**src/rtl/imm_gen_pipe.sv**
```systemverilog
`default_nettype none
// +----------------------------------------------------------------------------+
// | Module      : imm_gen_pipe                                                 |
// | Description : RV32/RV64 immediate generator followed by a 2-entry skid     |
// |               buffer carrying {imm, tag, illegal} with valid/ready.        |
// | Revision    : 1.0 - initial release                                        |
// +----------------------------------------------------------------------------+
module imm_gen_pipe #(
  parameter int XLEN  = 32,
  parameter int TAG_W = 8
) (
  input  logic             clk,
  input  logic             rst_n,
  input  logic             flush,
  input  logic             in_valid,
  output logic             in_ready,
  input  logic [3:0]       in_op,
  input  logic [24:0]      in_din,
  input  logic [TAG_W-1:0] in_tag,
  output logic             out_valid,
  input  logic             out_ready,
  output logic [XLEN-1:0]  out_imm,
  output logic [TAG_W-1:0] out_tag,
  output logic             out_illegal
);

  generate
    if ((XLEN != 32) && (XLEN != 64)) begin : g_bad_xlen
      $fatal(1, "imm_gen_pipe: XLEN must be 32 or 64");
    end
    if (TAG_W < 1) begin : g_bad_tag_w
      $fatal(1, "imm_gen_pipe: TAG_W must be at least 1");
    end
  endgenerate

  localparam logic [3:0] c_OP_I    = 4'd0;
  localparam logic [3:0] c_OP_IS   = 4'd1;
  localparam logic [3:0] c_OP_S    = 4'd2;
  localparam logic [3:0] c_OP_U    = 4'd3;
  localparam logic [3:0] c_OP_B    = 4'd4;
  localparam logic [3:0] c_OP_J    = 4'd5;
  localparam logic [3:0] c_OP_Z    = 4'd6;
  localparam logic [3:0] c_OP_NONE = 4'd7;

  typedef struct packed {
    logic [XLEN-1:0]  imm;
    logic [TAG_W-1:0] tag;
    logic             illegal;
  } entry_t;

  typedef enum logic [1:0] {
    EMPTY = 2'd0,
    ONE   = 2'd1,
    FULL  = 2'd2
  } state_t;

  state_t          state_q;
  entry_t          head_q;
  entry_t          tail_q;
  entry_t          w_new;
  logic [XLEN-1:0] w_imm;
  logic            w_illegal;
  logic            w_push;
  logic            w_pop;

  // Size casts of signed operands sign-extend straight to XLEN.
  always_comb begin
    w_imm     = '0;
    w_illegal = 1'b0;
    case (in_op)
      c_OP_I:    w_imm = XLEN'($signed(in_din[24:13]));
      c_OP_IS:   w_imm = (XLEN == 64) ? XLEN'(in_din[18:13]) : XLEN'(in_din[17:13]);
      c_OP_S:    w_imm = XLEN'($signed({in_din[24:18], in_din[4:0]}));
      c_OP_U:    w_imm = XLEN'($signed({in_din[24:5], 12'b0}));
      c_OP_B:    w_imm = XLEN'($signed({in_din[24], in_din[0], in_din[23:18],
                                        in_din[4:1], 1'b0}));
      c_OP_J:    w_imm = XLEN'($signed({in_din[24], in_din[12:5], in_din[13],
                                        in_din[23:14], 1'b0}));
      c_OP_Z:    w_imm = XLEN'(in_din[12:8]);
      c_OP_NONE: w_imm = '0;
      default:   w_illegal = 1'b1;
    endcase
  end

  assign w_new.imm     = w_imm;
  assign w_new.tag     = in_tag;
  assign w_new.illegal = w_illegal;

  // Ready depends only on registered state, never on out_ready.
  assign in_ready  = (state_q != FULL);
  assign out_valid = (state_q != EMPTY);
  assign w_push    = in_valid & in_ready;
  assign w_pop     = out_valid & out_ready;

  assign out_imm     = head_q.imm;
  assign out_tag     = head_q.tag;
  assign out_illegal = head_q.illegal;

  always_ff @(posedge clk or negedge rst_n) begin
    if (!rst_n) begin
      state_q <= EMPTY;
      head_q  <= '0;
      tail_q  <= '0;
    end else if (flush) begin
      state_q <= EMPTY;
    end else begin
      case (state_q)
        EMPTY: begin
          if (w_push) begin
            head_q  <= w_new;
            state_q <= ONE;
          end
        end
        ONE: begin
          if (w_push && w_pop) begin
            head_q <= w_new;
          end else if (w_push) begin
            tail_q  <= w_new;
            state_q <= FULL;
          end else if (w_pop) begin
            state_q <= EMPTY;
          end
        end
        FULL: begin
          if (w_pop) begin
            head_q  <= tail_q;
            state_q <= ONE;
          end
        end
        default: state_q <= EMPTY;
      endcase
    end
  end

endmodule
`default_nettype wire

```
**config.mk**
```make
export PLATFORM = sky130hd
export DESIGN_NAME = imm_gen_pipe
export DESIGN_NICKNAME = d
export VERILOG_FILES = /design/src/rtl/imm_gen_pipe.sv
export SDC_FILE = /design/constraint.sdc
export NUM_CORES = 1
export LEC_CHECK = 0
export CAP_MARGIN = 10
export CORE_MARGIN = 2
export CORE_UTILIZATION = 40
export CTS_CLUSTER_DIAMETER = 50
export DETAILED_ROUTE_END_ITERATION = 16
export GPL_TIMING_DRIVEN = 0
export PLACE_DENSITY = 0.79
export SETUP_SLACK_MARGIN = 0.02
export SLEW_MARGIN = 20
export SYNTH_ARGS = -nofsm -noshare
export SYNTH_HDL_FRONTEND = slang
export SYNTH_SLANG_ARGS = --single-unit
```
**constraint.sdc**
```tcl
create_clock -name clk -period 1.58 [get_ports clk]
set_input_delay 0.474 -clock clk [delete_from_list [all_inputs] [get_ports clk]]
set_output_delay 0.474 -clock clk [all_outputs]
set_load 0.01 [all_outputs]
```
-- After elaboration in Yosys (flattened, before gate mapping)
Cells that the tools add are included.
- reduce and logical (&&, ||, !) cells: 9
- equality and inequality tests: 17
- mux-type cells: 13
- bitwise operators: 4
- operators by type and width (cell ; count):
    $pmux W32 S7 ; 1
    $mux W41 ; 3
    $pmux W41 S3 ; 1
    $eq A4 B3 Y1 const B ; 4
    $mux W2 ; 6
    $ne A3 B3 Y1 const B ; 3
    $eq A4 B2 Y1 const B ; 2
    $ne A2 B2 Y1 const B ; 4
    $reduce_and A4 Y1 ; 2
    $reduce_or A8 Y1 ; 1
    $pmux W2 S3 ; 1
    $reduce_and A5 Y1 ; 1
    $eq A4 B1 Y1 const B ; 1
    $logic_not A4 Y1 ; 1
    $ne A4 B4 Y1 const B ; 1
    $reduce_bool A3 Y1 ; 1
    $and A1 B1 Y1 ; 2
    $eq A2 B1 Y1 const B ; 1
    $eq A2 B2 Y1 const B ; 1
    $logic_not A2 Y1 ; 1
    $not A1 Y1 ; 2
    $reduce_bool A2 Y1 ; 1
    $logic_and A1 B1 Y1 ; 1
    $mux W1 ; 1
- flip-flop bits (word level): 84
- output and inout port bits: 43
- input port bits: 42

-- Depth between registers and ports, before layout
Gate-level depths: netlist of the first run.
- depth after elaboration: 7
- gate-level depth with buffers: 6

-- Least setup slack after synthesis of the first run
OpenSTA, ideal clock, no wires.
- kind: input-to-reg
- start point: input in_op[0]
- end point: register head_q (netlist bit out_imm[22])
- data required time: 1.515 ns
- library setup time: 0.065 ns
- buffers on the path: 1
- slack: -0.138 ns
- cell stages on the path: 5
- arrival: 1.653 ns
- path through: buf_2 nor4b_2 a211oi_1 o211ai_1 o21a_1
- cells in the longest elaborated chain, start to end: 4
- elaborated cells between the ends (all ways): 11
- RTL lines (element ; line ; RTL):
    start, declared ; 17 ; input logic [3:0] in_op,
    $eq A4 B3 Y1 (tied with other cells) ; 70 ; case (in_op)
    $pmux W32 S7 (*) ; 70 ;
    $mux W41 (on tied branches) ; 115, 109 ;
    $pmux W41 S3 (*) ; 107 ; case (state_q)
    end signal, assigned ; 110 ; head_q <= w_new;
    end signal, assigned ; 116 ; head_q <= w_new;
    end signal, assigned ; 126 ; head_q <= tail_q;
    end, declared ; 58 ; entry_t head_q;
Mark *: on every way between the ends. The rest lies on a longest branch, timed or not. The select of a mux whose other input is x is not followed.
A chain may end at the register's enable or synchronous reset.

-- Final worst setup path of the first run
- start point: register state_q[1]
- end point: register tail_q[7] (netlist name)
- cells in the longest elaborated chain, start to end: 5
- elaborated cells between the ends (all ways): 8
- RTL lines (element ; line ; RTL):
    start, declared ; 57 ; state_t state_q;
    start signal, assigned ; 101 ; state_q <= EMPTY;
    start signal, assigned ; 105 ; state_q <= EMPTY;
    start signal, assigned ; 111 ; state_q <= ONE;
    $ne A2 B2 Y1 or $reduce_bool A2 Y1 (tied branches) ; 90, 91 ;
    $and A1 B1 Y1 (on tied branches) ; 92, 93 ;
    $logic_and A1 B1 Y1 ; 115 ; if (w_push && w_pop) begin
    $not A1 Y1 (no source line) ; - ;
    $reduce_and A4 Y1 (no source line) (*) ; - ;
    end signal, assigned ; 118 ; tail_q <= w_new;
    end, declared ; 59 ; entry_t tail_q;
Mark *: on every way between the ends. The rest lies on a longest branch, timed or not.

==> results.cfg, run 1 <==
[status]
status = finished, violations left
violations = negative setup slack

[synthesis]
ys_warn_count = 0
syn_inst = 456
synth_nets = 498
synth-seq-area-share = 0.505
synth_edf_count = 0
synth_ff_type = dfrtp_1
ys_ff_latch = 84
avgSynthCellArea_um2 = 9.12
synthesis.area_um2 = 4160
yosysUniqueCellTypes = 42
ys_async_sr_fraction = 1.00

[finish]
final_cell_mix = dfrtp_1 (84), nand2_1 (70), dlygate4sd2_1 (40)
mostFrequentLayoutCell = dfrtp_1
finalNonFillerCells = 734
syn_to_final_growth_pct = 58.0
finalCoreUtilization = 0.642
drive_above_1_share = 0.326
diodes = 0
nets = 635

[clock_tree]
clockBufferDepth = 2
cts_buffers = 9
ctsHoldBuffers = 0
clock_sinks = 84
htree_levels = 3
cts_root_buffer = clkbuf_8
cts.clk_slew.worst_paths_ps = 80
cts_tree = done
clock_latency_ps = 380

[floorplanning]
fp-row-count = 37
die-area_um2 = 11200
die_h_um = 106
io_pins = 85
die_w_um = 106
initial_core_util = 0.407
core_um2 = 10200

[pwr]
clockPowerShare = 0.255
switching_power_mw = 1.90
seq_power_share = 0.454
switching_share = 0.312
pwr-share-comb = 0.291
power_mw = 6.11
internal-power_mw = 4.20
peakVddDrop_mv = 0.415
power.density_nw_per_um2 = 929
cellLeakagePower_nw = 2.92

[timing]
finalHoldViolations = 0
min_period_ps = 1950
worst-slew-pin-transition_ps = 569
relSlewSlack = 0.620
worst_hold_slack_ps = 79.5
timing.final.crit_share = 1.24
drv_slew = 0
fmaxAchievable_ghz = 0.512
grt_setup_unrepaired = true
fin_ws_ps = -372
finalSetupViolations = 85
finClkSkew_ps = 8.75

[critical_path]
startpoint_type = flip-flop
r2r_setup_slack_ps = -370
crit_required_ps = 1850
end_kind = flip-flop
cp_max_fo = 8
worst-endpoint-arrival_ps = 2220
critical_path_class = reg -> reg

[global_route]
grt-ovfl-total = 0
grtUsageTotal = 0.242
antenna_found_initial = 0
grt_pass1_wl_um = 21200
grt_pass1_vias = 4094
grt_max_degree = 44

[placed_design]
dp_cells = 675
port_buffers = 82
gp_congestion = 0.888
dp_hpwl_um = 8530

[drt]
totalWireLength_um = 14400
firstDrtPassIters = 5
post_drt_wl_per_cell_um = 19.6
drc = 0
drt-initial-drc-count = 341
routed_via_density = 5.76
via_count = 4226
drtAntennaViolNets = 0

[run]
cap_violations = 0

[worst_hold_path]
hp-class = in -> async
[worst max-delay path: stages (launching register included)]
cell and delay (ps):
dfrtp_1 430, buf_6 140, nand2b_4 130, or4b_4 510, buf_12 170, buf_12 150, mux2_4 300
[metrics by stage]
| stage | area, um^2 | setup slack (ps) | TNS, ps |
|---|---|---|---|
| global placement | 5190 | -2840 | -299690 |
| global route | 6570 | -402 | -25700 |
| detailed placement | 5200 | -1000 | -65740 |
| finish | 6570 | -372 | -23120 |
| CTS | 5980 | -330 | -19660 |
| floorplan | 4200 | -132 | -838 |
[flip-flops by register name, indices dropped and copies added (netlist names)]
register	count
out_illegal	1
tail_q	41
out_tag	8
state_q	2
out_imm	32
[power groups by stage]
stage / sequential (mW) / clock [mW] / combinational (mW)
floorplan: 2.80 / 0 / 0.571
global placement: 2.74 / 0 / 1.30
detailed placement: 2.76 / 0 / 1.34
CTS: 2.73 / 1.56 / 1.45
global route: 2.82 / 1.67 / 1.89
finish: 2.77 / 1.56 / 1.78
[per-layer routing]
layer / part of all wire / GRT usage
met5: 0 / 0
met2: 0.49 / 0.391
met3: 0.080 / 0.0454
met4: 0.031 / 0.106
met1: 0.40 / 0.317
[path summary, 6_finish.rpt]
check | from | end | cells after the start
worst min register to register | out_imm[29]$_DFFE_PN0P_ | out_imm[29]$_DFFE_PN0P_ | 1
worst min-delay path | rst_n | tail_q[5]$_DFFE_PN0P_ | 1
min in group clk | out_imm[29]$_DFFE_PN0P_ | out_imm[29]$_DFFE_PN0P_ | 1
worst max-delay path | state_q[1]$_DFFE_PN0P_ | tail_q[7]$_DFFE_PN0P_ | 6
worst max register to register | state_q[1]$_DFFE_PN0P_ | tail_q[7]$_DFFE_PN0P_ | 6
max in group asynchronous | rst_n | tail_q[28]$_DFFE_PN0P_ | 2
[logic make-up (layout without fill, tap and decap cells)]
logic type,Yosys count,count (layout),synth area share
flops,84,84,0.505
simple gates,165,165,0.185
mux,16,16,0.0460
compound gates,148,148,0.219
buf+inv,43,185,0.0454
[Yosys cell counts, drive strengths merged, types with 3 or more instances]
cell type / number / area (um^2)
o211ai: 11 / 82.6
clkbuf: 28 / 105
nor4b: 3 / 32.5
and2: 14 / 87.6
a21oi: 10 / 50.1
nor2: 17 / 63.8
a211oi: 16 / 125
buf: 13 / 76.3
dfrtp: 84 / 2100
and3: 10 / 62.6
nand2b: 3 / 26.3
nand2: 104 / 390
mux2: 10 / 131
o21a: 10 / 75.1
a311oi: 4 / 35.0
mux2i: 6 / 60.1
o21ai: 62 / 310
a31oi: 29 / 181
[layout make-up]
type | instances | area (um^2)
Inverter | 2 | 10.0
Clock buffer | 12 | 145
Timing Repair Buffer | 128 | 1280
Multi-Input combinational cell | 329 | 2390
Buffer | 39 | 423
Sequential cell | 84 | 2100
Fill cell | 773 | 3660
Clock inverter | 4 | 48.8
Tap cell | 136 | 170
[repair_timing]
item	CTS	global route
setup buffers	18	17
pin swaps	22	25
resized for setup	191	117
cloned	8	2
setup endpoints to repair	126	90
No activity file was read; power rests on OpenSTA's default activity.
==> run 2: changes to the inputs <==
--- a/config.mk
+++ b/config.mk
@@ -17,3 +17,4 @@
 export SYNTH_ARGS = -nofsm -noshare
 export SYNTH_HDL_FRONTEND = slang
 export SYNTH_SLANG_ARGS = --single-unit
+export TNS_END_PERCENT = 10
==> run 2 against run 1 <==
Against the previous run:
- the flow still finishes with violations (negative setup slack)
- via count shrank 7.2%
- register-to-register slack gained 70 ps
- setup slack improved by 67 ps
- clock skew up 2.9 ps
- utilization decreased by 9.0 points
- largest power group unchanged
- highest routed layer unchanged
==> results.cfg, run 2 (synthesized netlist as in run 1, its figures left out) <==
[critical_path]
reg2reg_depth = 6
timing.rr.start = state_q[1]$_DFFE_PN0P_
r2r_end = tail_q[3]$_DFFE_PN0P_
r2r_setup_slack_ps = -300
end_kind = flip-flop
cp_max_fo = 8
cpPeakStageDelay_ps = 540
cp_cell_sequence = buf_6 > nand2b_4 > or4b_4 > buf_8 > buf_12 > mux2_4
crit_slowest_cell = or4b_4
worst-endpoint-arrival_ps = 2120
critical_path_class = reg -> reg
crit_required_ps = 1820
startpoint_type = flip-flop

[placed_design]
port_buffers = 82
dp_hpwl_um = 8480
gp_congestion = 0.929

[finish]
mostFrequentLayoutCell = nand2_1
largest_register_ffs = 41
top_register = tail_q
nets = 606
diodes = 0
drive_above_1_share = 0.169
final_cell_mix = nand2_1 (104), dfrtp_1 (84), o21ai_0 (58)
syn_to_final_growth_pct = 35.8
fill_cells = 896

[run]
cap_violations = 0

[timing]
fmaxAchievable_ghz = 0.531
worst_hold_slack_ps = 81.5
timing.final.crit_share = 1.19
finalHoldViolations = 0
worst-slew-pin-transition_ps = 496
finalSetupViolations = 85
finClkSkew_ps = 11.6
grt_setup_unrepaired = true
fin_ws_ps = -304
drv_slew = 0
relSlewSlack = 0.669
min_period_ps = 1880

[pwr]
power_mw = 5.52
cellLeakagePower_nw = 2.53
peakVddDrop_mv = 0.503
power.density_nw_per_um2 = 976

[drt]
routed_via_density = 5.57
totalWireLength_um = 11800
drtAntennaViolNets = 0
drt-initial-drc-count = 273
drc = 0
firstDrtPassIters = 5
post_drt_wl_per_cell_um = 16.8
via_count = 3920

[floorplanning]
die_w_um = 106
core_um2 = 10200
initial_core_util = 0.407
fp-row-count = 37
die-area_um2 = 11200
die_h_um = 106
io_pins = 85

[global_route]
grt_pass1_wl_um = 19200
grt-ovfl-total = 0
grt_max_degree = 51
antenna_found_initial = 0
grt_pass1_vias = 3784
grtUsageTotal = 0.216

[clock_tree]
clock_sinks = 84
cts.clk_slew.worst_paths_ps = 80
cts_tree = done
ctsHoldBuffers = 0
htree_levels = 3
cts_root_buffer = clkbuf_8
clockBufferDepth = 2
clock_latency_ps = 350
cts_buffers = 9

[status]
status = finished, violations left
violations = negative setup slack

[worst_hold_path]
hp-class = in -> async
run 2: cell count changes in the layout (fill, tap and decap cells not counted), moves of 7 or more:
cell and delta:
o21ai_1 -16, clkbuf_4 +7, o21ai_2 -28, nand2_1 +34, nand2_2 -13, buf_6 -12
nand2_4 -21, o21ai_0 +44
run 2: layout make-up:
type                       count  area, um^2  area share
clock inverter                 5        52.6     0.00930
timing repair buffer          98         927       0.164
sequential                    84        2100       0.372
tap                          136         170      0.0301
multi-input combinational    329        1970       0.349
buffer                        40         279      0.0494
inverter                       2        10.0     0.00177
clock buffer                  10         138      0.0244
run 2: metal layers:
layer,share of wire,track usage
met1,0.44,0.296
met2,0.48,0.349
met3,0.070,0.0478
met4,0.010,0.0508
met5,0,0
run 2: worst max-delay path by stage:
| stage | start | cells after the start | slack, ps | end |
|---|---|---|---|---|
| 3_5_place_dp | out_ready | 6 | -1010 | out_imm[19]$_DFFE_PN0P_ |
| 5_1_grt | state_q[1]$_DFFE_PN0P_ | 6 | -330 | tail_q[3]$_DFFE_PN0P_ |
| 4_1_cts | state_q[1]$_DFFE_PN0P_ | 6 | -290 | tail_q[3]$_DFFE_PN0P_ |
| 2_1_floorplan | state_q[1]$_DFFE_PN0P_ | 5 | -130 | tail_q[3]$_DFFE_PN0P_ |
| 3_3_place_gp | rst_n | 1 | -2900 | tail_q[23]$_DFFE_PN0P_ |
| 6_report | state_q[1]$_DFFE_PN0P_ | 6 | -300 | tail_q[3]$_DFFE_PN0P_ |
run 2: through the flow:
step,worst slack (ps),utilization,setup TNS (ps),area [um^2],instances
5_1_grt,-332,0.552,-22080,5650,704
3_5_place_dp,-1010,0.507,-69890,5190,675
3_3_place_gp,-2900,0.505,-307840,5160,674
6_report,-304,0.552,-16640,5650,704
2_1_floorplan,-132,-,-2480,4170,456
4_1_cts,-294,0.542,-16740,5550,700
run 2: critical path, delay by kind of cell, from the launching register on:
| kind | cells | cell delay [ps] |
|---|---|---|
| flip-flops | 1 | 390 |
| multiplexers | 1 | 290 |
| buffers and inverters | 3 | 420 |
| AND/OR/NAND/NOR | 2 | 670 |
run 2: repair_timing:
item,4_1_cts,5_1_grt
cloned,0,2
endpoints found under the setup margin,126,85
pin swaps,2,2
setup buffers,11,2
resized for setup,108,25
run 2: report_power, final:
group | leakage, nW | switching (mW) | internal [mW]
registers | 1.08 | 0.195 | 2.52
clock network | 0.0979 | 0.741 | 0.757
logic | 1.35 | 0.665 | 0.643
